`config.mk`:
```
export PLATFORM = sky130hd
export DESIGN_NAME = spi_writer
export DESIGN_NICKNAME = d
export VERILOG_FILES = /design/src/rtl/spi_pkg.sv /design/src/rtl/spi_sync.sv /design/src/rtl/spi_writer.sv
export SDC_FILE = /design/constraint.sdc
export NUM_CORES = 1
export LEC_CHECK = 0
export BUFFER_PORTS_ARGS = -buffer_cell sky130_fd_sc_hd__buf_2
export CORE_MARGIN = 3
export CORE_UTILIZATION = 35
export DETAILED_ROUTE_END_ITERATION = 10
export HOLD_SLACK_MARGIN = 0.1
export PLACE_DENSITY = 0.56
export REMOVE_ABC_BUFFERS = 1
export SYNTH_ARGS = -nofsm -noshare
export SYNTH_HDL_FRONTEND = slang
export SYNTH_SLANG_ARGS = --single-unit
```
`constraint.sdc`:
```
create_clock -name clk -period 1.7 [get_ports clk]
set_input_delay 0.255 -clock clk [delete_from_list [all_inputs] [get_ports clk]]
set_output_delay 0.255 -clock clk [all_outputs]
set_load 0.01 [all_outputs]
```
`src/rtl/spi_pkg.sv`:
```
// Shared types and constants for the SPI responder reader/writer pair.
// Both blocks use the same synchronizer/edge-detector output struct.
package spi_pkg;

    localparam int                    SPI_DATA_W    = 8;
    localparam logic [SPI_DATA_W-1:0] SPI_FILL_BYTE = 8'hFF;

    typedef enum logic {
        IDLE   = 1'b0,
        ACTIVE = 1'b1
    } spi_state_t;

    typedef struct packed {
        logic cs_n;
        logic cs_fall;
        logic cs_rise;
        logic sck_rise;
        logic sck_fall;
    } spi_edges_t;

endpackage

```
`src/rtl/spi_sync.sv`:
```
// Synchronizes the MCU's CS and SCK into clk and reports their edges.
// SCK edges are suppressed while CS is high; CS falls count only once CS has been seen high after reset.
module spi_sync
    import spi_pkg::*;
#(
    parameter int SYNC_STAGES = 2
) (
    input  logic       clk,
    input  logic       rst,
    input  logic       cs_n_i,
    input  logic       sck_i,
    output spi_edges_t edges_o
);

    localparam int SETTLE = SYNC_STAGES + 1;
    localparam int SET_W  = $clog2(SETTLE + 1);

    logic [SYNC_STAGES-1:0] cs_sync_q;
    logic [SYNC_STAGES-1:0] sck_sync_q;
    logic                   cs_prev_q;
    logic                   sck_prev_q;
    logic [SET_W-1:0]       settle_q;
    logic                   armed_q;
    logic                   cs_s;
    logic                   sck_s;
    logic                   settled;

    assign cs_s    = cs_sync_q[SYNC_STAGES-1];
    assign sck_s   = sck_sync_q[SYNC_STAGES-1];
    assign settled = (settle_q == SET_W'(SETTLE));

    // The preset chain would fake a CS fall if the pin is already low at reset
    // release; arming waits for the chain to flush and CS to read high.
    always_ff @(posedge clk) begin
        if (rst) begin
            cs_sync_q  <= '1;
            sck_sync_q <= '0;
            cs_prev_q  <= 1'b1;
            sck_prev_q <= 1'b0;
            settle_q   <= '0;
            armed_q    <= 1'b0;
        end else begin
            cs_sync_q  <= {cs_sync_q[SYNC_STAGES-2:0], cs_n_i};
            sck_sync_q <= {sck_sync_q[SYNC_STAGES-2:0], sck_i};
            cs_prev_q  <= cs_s;
            sck_prev_q <= sck_s;
            settle_q   <= settled ? settle_q : settle_q + 1'b1;
            armed_q    <= armed_q | (settled & cs_s);
        end
    end

    always_comb begin
        edges_o          = '0;
        edges_o.cs_n     = cs_s;
        edges_o.cs_fall  = armed_q & cs_prev_q & ~cs_s;
        edges_o.cs_rise  = ~cs_prev_q & cs_s;
        edges_o.sck_rise = ~cs_s & ~sck_prev_q & sck_s;
        edges_o.sck_fall = ~cs_s & sck_prev_q & ~sck_s;
    end

endmodule

```
`src/rtl/spi_writer.sv`:
```
// SPI mode-0 responder transmit path: one-entry holding register feeding an
// MSB-first shift register clocked by oversampled SCK; fill byte on underrun.
module spi_writer
    import spi_pkg::*;
#(
    parameter int                DATA_W      = SPI_DATA_W,
    parameter logic [DATA_W-1:0] FILL_BYTE   = DATA_W'(SPI_FILL_BYTE),
    parameter int                SYNC_STAGES = 2
) (
    input  logic              clk,
    input  logic              rst,
    input  logic [DATA_W-1:0] tx_data,
    input  logic              tx_valid,
    output logic              tx_ready,
    input  logic              spi_cs_n,
    input  logic              spi_sck,
    output logic              spi_out,
    output logic              spi_out_en,
    output logic              busy,
    output logic              word_done,
    output logic              underrun
);

    localparam int CNT_W = (DATA_W > 1) ? $clog2(DATA_W) : 1;

    spi_edges_t        edges;
    spi_state_t        state_q, state_d;
    logic [DATA_W-1:0] hold_q, hold_d;
    logic              hold_full_q, hold_full_d;
    logic [DATA_W-1:0] shift_q, shift_d;
    logic [CNT_W-1:0]  bit_cnt_q, bit_cnt_d;
    logic              spi_out_q, spi_out_d;
    logic              busy_q, busy_d;
    logic              word_done_q, word_done_d;
    logic              underrun_q, underrun_d;
    logic              accept;
    logic              load;
    logic              last_bit;

    spi_sync #(
        .SYNC_STAGES(SYNC_STAGES)
    ) u_sync (
        .clk    (clk),
        .rst    (rst),
        .cs_n_i (spi_cs_n),
        .sck_i  (spi_sck),
        .edges_o(edges)
    );

    // Handshake: a word transfers on any cycle where tx_valid and tx_ready are both high.
    assign tx_ready = ~hold_full_q & ~rst;
    assign accept   = tx_valid & tx_ready;
    assign last_bit = (bit_cnt_q == CNT_W'(DATA_W - 1));
    assign load     = ((state_q == IDLE) & edges.cs_fall)
                    | ((state_q == ACTIVE) & edges.sck_fall & (bit_cnt_q == '0));

    always_comb begin
        state_d     = state_q;
        hold_d      = hold_q;
        hold_full_d = hold_full_q;
        shift_d     = shift_q;
        bit_cnt_d   = bit_cnt_q;
        word_done_d = 1'b0;
        underrun_d  = 1'b0;

        if (accept) begin
            hold_d      = tx_data;
            hold_full_d = 1'b1;
        end

        case (state_q)
            IDLE: begin
                if (edges.cs_fall) state_d = ACTIVE;
            end
            ACTIVE: begin
                if (edges.cs_rise) begin
                    state_d   = IDLE;
                    shift_d   = '0;
                    bit_cnt_d = '0;
                end else begin
                    if (edges.sck_rise) begin
                        bit_cnt_d   = last_bit ? '0 : bit_cnt_q + 1'b1;
                        word_done_d = last_bit;
                    end
                    if (edges.sck_fall && (bit_cnt_q != '0)) shift_d = shift_q << 1;
                end
            end
            default: state_d = IDLE;
        endcase

        // A word accepted during an empty-hold load waits for the next load point.
        if (load) begin
            if (hold_full_q) begin
                shift_d     = hold_q;
                hold_full_d = 1'b0;
            end else begin
                shift_d    = FILL_BYTE;
                underrun_d = 1'b1;
            end
        end

        busy_d    = (state_d == ACTIVE) & ~edges.cs_n;
        spi_out_d = (state_d == ACTIVE) ? shift_d[DATA_W-1] : 1'b0;
    end

    always_ff @(posedge clk) begin
        if (rst) begin
            state_q     <= IDLE;
            hold_q      <= '0;
            hold_full_q <= 1'b0;
            shift_q     <= '0;
            bit_cnt_q   <= '0;
            spi_out_q   <= 1'b0;
            busy_q      <= 1'b0;
            word_done_q <= 1'b0;
            underrun_q  <= 1'b0;
        end else begin
            state_q     <= state_d;
            hold_q      <= hold_d;
            hold_full_q <= hold_full_d;
            shift_q     <= shift_d;
            bit_cnt_q   <= bit_cnt_d;
            spi_out_q   <= spi_out_d;
            busy_q      <= busy_d;
            word_done_q <= word_done_d;
            underrun_q  <= underrun_d;
        end
    end

    assign spi_out    = spi_out_q;
    assign spi_out_en = busy_q;
    assign busy       = busy_q;
    assign word_done  = word_done_q;
    assign underrun   = underrun_q;

endmodule

```
# Word level (Yosys, flattened, before mapping)
# Index checks and enable logic that the tools add are counted.
[totals]
word_cells = 72
ff_bits = 34
input_bits = 13
[op_classes]
bitwise = 26
n_eq_ne = 2
n_reduce_logical = 11
mux = 15
n_addsub = 2
[op_table]
columns = ["cell", "count"]
rows = [
  ["two-way mux 8 bit", 5],
  ["bitwise AND 1 bit", 14],
  ["NOT 1 bit", 10],
  ["two-way mux 3 bit", 3],
  ["two-way mux 1 bit", 6],
  ["nonzero test 3 bit", 2],
  ["AND reduction 2 bit", 2],
  ["nonzero test 2 bit", 2],
  ["OR reduction 2 bit", 2],
  ["OR reduction 4 bit", 1],
  ["adder 3 x 1 -> 3 bit, second input constant", 1],
  ["equality test 3 bit, second input constant", 1],
  ["zero test 3 bit", 1],
  ["adder 2 x 1 -> 2 bit, second input constant", 1],
  ["equality test 2 bit, second input constant", 1],
  ["bitwise OR 1 bit", 2],
  ["one-hot mux 1 bit (2 select lines)", 1],
  ["logical AND 1 bit", 1],
]

# Longest topological paths before layout
# Gate-level depths: netlist of run 1.
[depth]
ltp_word = 8
ltp_mapped = 6
mapped_depth_nobuf = 6

# Cells and area by module
# Synthesis of run 1 repeated with hierarchy kept, for this count alone.
[unflattened]
cells_unflattened = 153
hier_area_um2 = 1403.8
[modules_own_cells]
columns = ["module", "area_per_inst_um2", "seq_area_each_um2", "n_inst", "cells_per_inst"]
rows = [
  ["spi_writer", 1102.3, 500.5, 1, 125],
  ["spi_sync", 301.5, 180.2, 1, 28],
]

# Least setup slack after synthesis of run 1
# OpenSTA, ideal clock, no wires.
[synth_timing]
path_kind = "register -> register"
from = "reg bit_cnt_q[0]"
to = "reg spi_out_q, in the netlist spi_out"
slack_ns = 0.161
setup_time_ns = 0.133
t_arrival_ns = 1.406
required_ns = 1.567
stages_incl_launch_ff = 7
synth_period_minus_slack_ns = 1.539
path_cell_list = "dfxtp_1 -> inv_1 -> ha_1 -> nor2b_1 -> o311a_1 -> nor4b_1 -> nor3b_1"
[synth_between]
elab_chain_cells = 6
elab_cells_between_ends = 9
classes_between = "4 x mux; 2 x bitwise; 3 x reduce/logical"
[synth_lines]
columns = ["element", "line", "rtl"]
rows = [
  ["from (decl)", "spi_writer.sv:31", "logic [CNT_W-1:0] bit_cnt_q, bit_cnt_d;"],
  ["from (signal assigned)", "spi_writer.sv:122", "bit_cnt_q <= bit_cnt_d;"],
  ["nonzero test 3 bit", "spi_writer.sv:85", "if (edges.sck_fall && (bit_cnt_q != '0)) shift_d = shift_q << 1;"],
  ["logical AND 1 bit", "spi_writer.sv:85", ""],
  ["two-way mux 8 bit", "spi_writer.sv:85", ""],
  ["two-way mux 8 bit", "spi_writer.sv:76", "if (edges.cs_rise) begin"],
  ["two-way mux 8 bit", "spi_writer.sv:71", "case (state_q)"],
  ["two-way mux 8 bit (*)", "spi_writer.sv:92", "if (load) begin"],
  ["to (signal assigned)", "spi_writer.sv:123", "spi_out_q <= spi_out_d;"],
  ["to (decl)", "spi_writer.sv:32", "logic spi_out_q, spi_out_d;"],
]
# Mark *: on every way between the ends. The rest lies on a longest branch, timed or not. The select of a mux whose other input is x is not followed.
# A chain may end at the register's enable or synchronous reset.

# Worst setup path in the final report of run 1
# Same ends and word-level chain as after synthesis.

==> impl_metrics.tcl, run 1 <==
set metrics [dict create \
    end_kind "flop" \
    critPathMaxFanout 5 \
    cp_data_required_time_ns 1.86 \
    grt_use_total_pct 13.0 \
    clkTransAtPathRegs_ns 0.06 \
    p_clk_share_pct 35.8 \
    cts_buffers 5 \
    critPathSlowestCell "dfxtp_1" \
    worst_setup_path_start_kind "flop" \
    post-route-drc-count 0 \
    synth_top_flop_cell "dfxtp_1" \
    drv_slew 0 \
    clk_latency_ns 0.28 \
    async_flop_share_pct 0 \
    yosys_warnings 0 \
    p_comb_share_pct 7.7 \
    ios 19 \
    finalCriticalPeriod_ns 1.58 \
    dieArea_um2 4640 \
    postCtsSetupBuffers 0 \
    core_um2 3520 \
    path_class "reg -> reg" \
    cts_resized 0 \
    gp_congestion 0.752 \
    cp.buffers_inverters 1 \
    cp_top_family "simple AND/OR/NAND/NOR gates" \
    diodes 0 \
    synthToLayoutAreaGrowth_pct 16.1 \
    ys_seq_area_share_pct 50.4 \
    antenna_found_initial 0 \
    swShare_pct 22.9 \
    viasPerCell 4.85 \
    crit_path_max_incr_delay_ns 0.37 \
    syn_avg_cell_area_um2 9.01 \
    fin_crit_sh_pct 93.2 \
    hold_path_class "in -> reg" \
    cts_hold_buf 0 \
    dr.pass1.iters 4 \
    cp.arrival_ns 1.74 \
    p_leak_nw 0.650 \
    synthesis.area_um2 1350 \
    grt-ovfl-total 0 \
    drive_gt1_share_pct 19.3 \
    cap_viol_max_count 0 \
    die_h_um 68.1 \
    worstMarginPinSlew_ns 0.504 \
    ys_ff_latch 34 \
    fin_util_pct 44.6 \
    clock_path_buffers 2 \
    routed_wl_um 2440 \
    num_rows 21 \
    synthCells 150 \
    grt_first_pass_wirelength_um 4490 \
    synth_cell_types 33 \
    fill_cells 370 \
    setup_viol 0 \
    first_global_vias 1056 \
    detail_route.iter0.violations 23 \
    num_vias 1053 \
    h-tree-depth 2 \
    nets 188 \
    drtAntennaViolNets 0 \
    p_switching_w 0.000347 \
    path_cells "inv_1 -> ha_1 -> nor2b_1 -> o311a_1 -> nor4b_2 -> nor3b_1" \
    grt_setup_unrepaired "no" \
    vdd_drop_max_mv 0.555 \
    max_freq_mhz 631 \
    max_slew_margin_pct 66.3 \
    hold_violations 0 \
    cts_sinks 34 \
    status "complete, no violations" \
    cts_root_buf "clkbuf_8" \
    power.share.sequential_pct 56.5 \
    dpl.hpwl_um 1790 \
    die_x_um 68.1 \
    wl_per_cell_um 11.2 \
    portBuffers 18 \
    finalClockSkew_ns 0.00397 \
    synth_edf_count 0 \
    start_util_pct 38.4 \
    tns_ns 0 \
    p_int_w 0.00117 \
    powerDensity_nw_per_um2 965 \
    cts_tree "done" \
    grt_max_degree 28 \
]
through the flow:
stage / std cells / instance area (µm²) / setup slack (ns) / total power (W) / hold slack (ns)
3_3_place_gp: 210 / 1490 / 0.0831 / 0.000984 / 0.392
4_1_cts: 217 / 1560 / 0.0167 / 0.00154 / 0.147
2_1_floorplan: 144 / 1320 / 0.161 / 0.000943 / 0.324
3_5_place_dp: 210 / 1490 / 0.0359 / 0.000992 / 0.399
5_1_grt: 217 / 1570 / 0.00173 / 0.00159 / 0.159
6_report: 217 / 1570 / 0.115 / 0.00151 / 0.155
state kept, by name, indices dropped and copies added (netlist names):
signal and count:
word_done 1, hold_q 8, hold_full_q 1, shift_q 8
state_q 1, u_sync.sck_sync_q 2, u_sync.settle_q 2, u_sync.armed_q 1
underrun 1, bit_cnt_q 3, u_sync.sck_prev_q 1, u_sync.cs_sync_q 2
u_sync.cs_prev_q 1, spi_out 1, busy 1
worst paths after layout:
| kind | to | slack (ns) | startpoint | depth (start not counted) |
|---|---|---|---|---|
| worst max-delay path | spi_out$_SDFF_PP0_ | 0.12 | bit_cnt_q[0]$_SDFFE_PP0P_ | 6 |
| worst min-delay path | u_sync.cs_sync_q[0]$_SDFF_PP1_ | 0.16 | spi_cs_n | 2 |
| worst min register to register | u_sync.cs_sync_q[1]$_SDFF_PP1_ | 0.41 | u_sync.cs_sync_q[0]$_SDFF_PP1_ | 1 |
| worst max register to register | spi_out$_SDFF_PP0_ | 0.12 | bit_cnt_q[0]$_SDFFE_PP0P_ | 6 |
metal layers:
metal  global-route usage (%)  wire (µm)
met1                     14.2       1150
met2                     22.4       1120
met3                     5.09        139
met4                     5.21         36
met5                        0          0
layout by cell type (no fill, tap or decap), types with 4 or more instances in the layout:
cell and instances:
dfxtp_1 34, nand2_1 20, a21oi_1 20, buf_2 18, nor2_1 15, o21ai_0 8
a211oi_1 6, inv_1 5, nor2b_1 5, clkbuf_8 5, ha_1 4
power by group through the flow:
stage	Sequential [W]	Combinational (W)	Clock (W)
4_1_cts	0.000856	0.000119	0.000564
2_1_floorplan	0.000869	0.0000739	0
3_3_place_gp	0.000872	0.000112	0
6_report	0.000856	0.000116	0.000543
3_5_place_dp	0.000874	0.000118	0
5_1_grt	0.000861	0.000140	0.000590
logic make-up (layout without fill, tap and decap cells):
group           Yosys count  after routing  synth area share (%)
buf+inv                  11             32                  3.43
xor+xnor                  1              1                 0.648
compound gates           43             43                  19.8
flops                    34             34                  50.4
mux                       1              1                 0.741
simple gates             56             56                  21.3
fa+ha+maj                 4              4                  3.70
final cells by class:
type / instances / area [µm²] / area share (%)
clock buffers: 7 / 76.3 / 4.86
repair buffers: 20 / 105 / 6.70
flip-flops and latches: 34 / 681 / 43.4
well taps: 46 / 57.6 / 3.67
inverters: 5 / 18.8 / 1.20
multi-input cells: 105 / 631 / 40.2
synthesized netlist by cell type (2+ instances only):
| cell type | n | area (µm²) |
|---|---|---|
| clkbuf_1 | 4 | 15.0 |
| or2_2 | 3 | 18.8 |
| dfxtp_1 | 34 | 681 |
| a21oi_1 | 20 | 100 |
| nor3b_1 | 2 | 15.0 |
| nor2_1 | 15 | 56.3 |
| a22oi_1 | 2 | 15.0 |
| nor3_1 | 3 | 15.0 |
| ha_1 | 4 | 50.1 |
| nand2_1 | 20 | 75.1 |
| nor2b_1 | 5 | 31.3 |
| inv_1 | 5 | 18.8 |
| a211oi_1 | 6 | 45.0 |
| o21ai_0 | 8 | 40.0 |
No activity file was read; power rests on OpenSTA's default activity.
==> run 2: changes to the inputs <==
--- a/config.mk
+++ b/config.mk
@@ -6,12 +6,13 @@
 export NUM_CORES = 1
 export LEC_CHECK = 0
 export BUFFER_PORTS_ARGS = -buffer_cell sky130_fd_sc_hd__buf_2
+export CORE_ASPECT_RATIO = 0.5
 export CORE_MARGIN = 3
 export CORE_UTILIZATION = 35
 export DETAILED_ROUTE_END_ITERATION = 10
-export HOLD_SLACK_MARGIN = 0.1
 export PLACE_DENSITY = 0.56
 export REMOVE_ABC_BUFFERS = 1
 export SYNTH_ARGS = -nofsm -noshare
 export SYNTH_HDL_FRONTEND = slang
+export SYNTH_HIERARCHICAL = 1
 export SYNTH_SLANG_ARGS = --single-unit
==> impl_metrics.tcl, run 2 <==
set metrics [dict create \
    status "complete, no violations" \
    die_h_um 50.8 \
    synthToLayoutAreaGrowth_pct 17.1 \
    p_int_w 0.00122 \
    wl_per_cell_um 11.6 \
    worstMarginPinSlew_ns 0.354 \
    mostFrequentLayoutCells "34 x dfxtp_1, 20 x nand2_1, 18 x a21oi_1, 18 x buf_2, 17 x nor2_1" \
    p_clk_share_pct 38.0 \
    setup_slack_ns 0.163 \
    final_cell_area_um2 1640 \
    routed_wl_um 2630 \
    synth_cell_types 32 \
    num_rows 15 \
    synth_most_common_cell "dfxtp_1" \
    syn_avg_cell_area_um2 9.18 \
    synthTopCellsByCount "34 x dfxtp_1, 20 x nand2_1, 18 x a21oi_1" \
    powerDensity_nw_per_um2 977 \
    drive_gt1_share_pct 23.3 \
    yosys_warnings 6 \
    antenna_found_initial 0 \
    post-place-ws_ns 0.216 \
    async_flop_share_pct 0 \
    cp_data_required_time_ns 1.91 \
    clkTransAtPathRegs_ns 0.07 \
    cts_hold_buf 0 \
    grt-ovfl-total 0 \
    clock_path_buffers 2 \
    post-route-drc-count 0 \
    portBuffers 18 \
    top_regs "hold_q: 8 flops, shift_q: 8 flops, bit_cnt_q: 3 flops" \
    p_leak_nw 0.655 \
    hold_violations 0 \
    synthesis.area_um2 1400 \
    worst_setup_path_start_kind "flop" \
    synth_edf_count 0 \
    drtAntennaViolNets 0 \
    cts_sinks 34 \
    stdcell_count 227 \
    cap_viol_max_count 0 \
    ios 19 \
    first_global_vias 1017 \
    gp_congestion 0.787 \
    num_vias 1024 \
    cts_buffers 5 \
    cts_root_buf "clkbuf_8" \
    swShare_pct 23.7 \
    tns_ns 0 \
    setup_viol 0 \
    max_slew_margin_pct 76.4 \
    dpl.hpwl_um 1880 \
    detail_route.iter0.violations 15 \
    viasPerCell 4.51 \
    dr.pass1.iters 4 \
    final_common_cell "dfxtp_1" \
    nets 192 \
    place_inst 219 \
    synth_top_flop_cell "dfxtp_1" \
    p_switching_w 0.000380 \
    yosys-top-cells-area "dfxtp_1 48%, a21oi_1 6.4%, a211oi_2 5.3%" \
    drv_slew 0 \
    fin_crit_sh_pct 90.4 \
    synthCells 153 \
    grt_use_total_pct 12.4 \
    grt_max_degree 21 \
    critPathMaxFanout 7 \
    max_freq_mhz 650 \
    finalClockSkew_ns 0.00247 \
    dpl_cell_area_um2 1550 \
    diodes 0 \
    ys_ff_latch 34 \
    clk_latency_ns 0.29 \
    cts_tree "done" \
    grt_first_pass_wirelength_um 4420 \
    core_um2 3640 \
    cp.arrival_ns 1.74 \
    dieArea_um2 4850 \
    die_x_um 95.6 \
    start_util_pct 38.6 \
    power.share.sequential_pct 53.6 \
    end_kind "flop" \
    path_class "reg -> reg" \
    vdd_drop_max_mv 0.501 \
    grt_setup_unrepaired "no" \
    h-tree-depth 2 \
    yosysTopAreaCell "dfxtp_1" \
    r2r_slack_ns 0.16 \
    ys_seq_area_share_pct 48.5 \
    hold_path_class "in -> reg" \
    finalCriticalPeriod_ns 1.54 \
    p_comb_share_pct 8.4 \
    synth_top_area_share_pct 48.5 \
]
-- run 2: critical path: stages (launching register included) --
cell	delay (ns)
dfxtp_1	0.36
nor3b_1	0.21
buf_4	0.16
nand2_2	0.07
o21a_1	0.24
o2111a_1	0.19
a311oi_2	0.22
-- run 2: cell type report --
| class | instances | area [µm²] |
|---|---|---|
| fill | 368 | 2000 |
| clock inverter | 1 | 5.00 |
| inverter | 6 | 22.5 |
| clock buffer | 7 | 86.3 |
| sequential | 34 | 681 |
| multi-input combinational | 106 | 666 |
| tap | 51 | 63.8 |
| timing repair buffer | 22 | 120 |
-- run 2: cells by family (layout without fill, tap and decap cells) --
| kind of cell | count (synthesis) | after routing | synth area share (%) |
|---|---|---|---|
| muxes | 2 | 2 | 1.43 |
| AOI/OAI and AO/OA | 41 | 41 | 20.2 |
| buffers and inverters | 13 | 36 | 4.63 |
| adders and majority gates | 4 | 4 | 3.57 |
| and+or+nand+nor | 58 | 58 | 21.0 |
| DFF | 34 | 34 | 48.5 |
| xor gates and xnor gates | 1 | 1 | 0.624 |
-- run 2: worst paths after layout --
kind	startpoint	endpoint	cells past startpoint
worst max-delay path	u_sync/cs_sync_q[1]$_SDFF_PP1_	shift_q[7]$_SDFF_PP0_	6
worst min-delay path	spi_cs_n	u_sync/cs_sync_q[0]$_SDFF_PP1_	2
worst max register to register	u_sync/cs_sync_q[1]$_SDFF_PP1_	shift_q[7]$_SDFF_PP0_	6
worst min register to register	u_sync/cs_sync_q[0]$_SDFF_PP1_	u_sync/cs_sync_q[1]$_SDFF_PP1_	1
-- run 2: timing repair --
action,in CTS,in global routing
gates resized for setup,0,1
buffers inserted,0,0
endpoints found under the setup margin,0,2
-- run 2: routing by layer --
metal | up-vias | routed length [µm] | GRT usage [%]
li1 | 559 | - | -
met2 | 18 | 1080 | 18.4
met3 | 7 | 131 | 4.79
met5 | - | 0 | 0
met1 | 440 | 1330 | 14.6
met4 | 0 | 85 | 9.20
-- run 2: metrics by stage --
| stage | total power, W | util [%] | hold slack [ns] |
|---|---|---|---|
| after detailed placement | 0.00101 | 42.4 | 0.394 |
| after global placement | 0.00101 | 42.4 | 0.390 |
| after global routing | 0.00169 | 45.2 | 0.153 |
| after CTS | 0.00164 | 44.9 | 0.133 |
| final | 0.00161 | 45.2 | 0.144 |
| after floorplan | 0.000959 | - | 0.320 |
-- run 2: power by group through the flow --
stage / sequential [W] / clock (W) / combinational, W
after floorplan: 0.000871 / 0 / 0.0000875
after global placement: 0.000877 / 0 / 0.000134
after detailed placement: 0.000878 / 0 / 0.000137
after CTS: 0.000860 / 0.000641 / 0.000138
after global routing: 0.000864 / 0.000668 / 0.000155
final: 0.000860 / 0.000610 / 0.000135
==> run 3: changes to the inputs <==
--- a/config.mk
+++ b/config.mk
@@ -7,11 +7,9 @@
 export LEC_CHECK = 0
 export BUFFER_PORTS_ARGS = -buffer_cell sky130_fd_sc_hd__buf_2
 export CORE_ASPECT_RATIO = 0.5
-export CORE_MARGIN = 3
 export CORE_UTILIZATION = 35
 export DETAILED_ROUTE_END_ITERATION = 10
 export PLACE_DENSITY = 0.56
-export REMOVE_ABC_BUFFERS = 1
 export SYNTH_ARGS = -nofsm -noshare
 export SYNTH_HDL_FRONTEND = slang
 export SYNTH_HIERARCHICAL = 1
==> impl_metrics.tcl, run 3 (synthesis gave the netlist of run 2 again) <==
set metrics [dict create \
    status "complete, no violations" \
    start_util_pct 38.8 \
    clock_path_buffers 2 \
    viasPerCell 4.60 \
    clkTransAtPathRegs_ns 0.07 \
    critPathMaxFanout 8 \
    grt-ovfl-total 0 \
    p_total_w 0.00173 \
    powerDensity_nw_per_um2 1040 \
    path_class "reg -> reg" \
    tns_ns 0 \
    post-route-drc-count 0 \
    seq_area_um2 681 \
    stdcell_count 228 \
    swShare_pct 22.9 \
    hold_ws_ns 0.143 \
    cp_data_required_time_ns 1.92 \
    max_freq_mhz 650 \
    p_clk_share_pct 42.3 \
    cts_sinks 34 \
    dieArea_um2 4280 \
    grt_use_total_pct 14.1 \
    worst_setup_path_start_kind "flop" \
    first_global_vias 913 \
    postCtsSetupBuffers 0 \
    hold_path_class "in -> reg" \
    nets 193 \
    drive_gt1_share_pct 24.3 \
    cts_tree "done" \
    dr.pass1.iters 4 \
    antenna_found_initial 0 \
    top_regs "hold_q: 8 flops, shift_q: 8 flops, bit_cnt_q: 3 flops" \
    clk_latency_ns 0.29 \
    die_x_um 91.6 \
    hold_violations 0 \
    power.share.sequential_pct 49.8 \
    max_slew_margin_pct 76.4 \
    num_vias 1049 \
    grt_max_degree 18 \
    drtAntennaViolNets 0 \
    cp.arrival_ns 1.76 \
    routed_wl_um 2590 \
    core_um2 3620 \
    synthToLayoutAreaGrowth_pct 18.4 \
    fin_crit_sh_pct 90.6 \
    final_common_cell "dfxtp_1" \
    p_int_w 0.00133 \
    mostFrequentLayoutCells "34 x dfxtp_1, 20 x nand2_1, 18 x a21oi_1, 18 x buf_2, 17 x nor2_1" \
    cts_buffers 5 \
    gp_congestion 0.752 \
    grt_setup_unrepaired "no" \
    multi_input_area_um2 658 \
    cts_root_buf "clkbuf_8" \
    ios 19 \
    finalCriticalPeriod_ns 1.54 \
    diodes 0 \
    cap_viol_max_count 0 \
    p_leak_nw 0.668 \
    synth_fp_nets 170 \
    detail_route.iter0.violations 28 \
    finalClockSkew_ns 0.00337 \
    place_inst 220 \
    portBuffers 18 \
    cts_resized 0 \
    setup_viol 0 \
    p_switching_w 0.000396 \
    grt_first_pass_wirelength_um 4380 \
    dpl.hpwl_um 1830 \
    num_rows 15 \
    h-tree-depth 2 \
    p_comb_share_pct 7.9 \
    die_h_um 46.8 \
    wl_per_cell_um 11.3 \
    drv_slew 0 \
    fill_cells 357 \
    end_kind "flop" \
    vdd_drop_max_mv 0.446 \
    worstMarginPinSlew_ns 0.350 \
    cts_hold_buf 0 \
]
run 3: cell count changes in the layout (fill, tap and decap cells not counted):
| cell | change |
|---|---|
| bufinv_16 | +1 |
| clkbuf_1 | -1 |
| o21ai_2 | +1 |
| clkinv_2 | +1 |
| clkbuf_8 | -1 |
| o21ai_4 | -1 |
| buf_4 | +1 |
run 3: cell type report:
| cell class | count | area share (%) |
|---|---|---|
| flip-flops and latches | 34 | 41.0 |
| inverters | 6 | 1.36 |
| well taps | 51 | 3.84 |
| clock inverters | 3 | 2.41 |
| repair buffers | 23 | 7.68 |
| clock buffers | 5 | 4.14 |
| multi-input cells | 106 | 39.6 |
run 3: worst max-delay path: stages (launching register included):
cell and delay, ns:
dfxtp_1 0.36, nor3b_1 0.23, buf_4 0.17, nand2_2 0.05, o21ai_2 0.28, o21ai_0 0.19
a211oi_2 0.19
run 3: metal layers:
| metal | wire length, µm | track usage [%] | vias to the layer above |
|---|---|---|---|
| met5 | 0 | 0 | - |
| li1 | - | - | 567 |
| met2 | 1020 | 20.3 | 20 |
| met4 | 46 | 9.52 | 0 |
| met1 | 1410 | 18.5 | 457 |
| met3 | 108 | 4.53 | 5 |
run 3: worst paths after layout:
path              cells after the start  slack (ns)                            from                        endpoint
setup reg to reg                      6        0.16  u_sync/cs_sync_q[1]$_SDFF_PP1_         shift_q[4]$_SDFFE_PP0P_
hold / removal                        2        0.14                        spi_cs_n  u_sync/cs_sync_q[0]$_SDFF_PP1_
hold reg to reg                       1        0.41  u_sync/cs_sync_q[0]$_SDFF_PP1_  u_sync/cs_sync_q[1]$_SDFF_PP1_
setup / recovery                      6        0.16  u_sync/cs_sync_q[1]$_SDFF_PP1_         shift_q[4]$_SDFFE_PP0P_
run 3: power groups by stage:
stage / clock network (W) / logic, W / registers, W
final: 0.000731 / 0.000136 / 0.000859
after global routing: 0.000786 / 0.000159 / 0.000864
after CTS: 0.000751 / 0.000139 / 0.000859
after detailed placement: 0 / 0.000138 / 0.000877
after global placement: 0 / 0.000136 / 0.000877
after floorplan: 0 / 0.0000972 / 0.000871
run 3: through the flow:
stage / util [%] / worst slack [ns] / instance area (µm²)
global route: 45.9 / 0.0356 / 1660
CTS: 45.9 / 0.158 / 1660
global placement: 42.9 / 0.212 / 1550
floorplan: - / 0.162 / 1400
finish: 45.9 / 0.161 / 1660
detailed placement: 42.9 / 0.180 / 1550
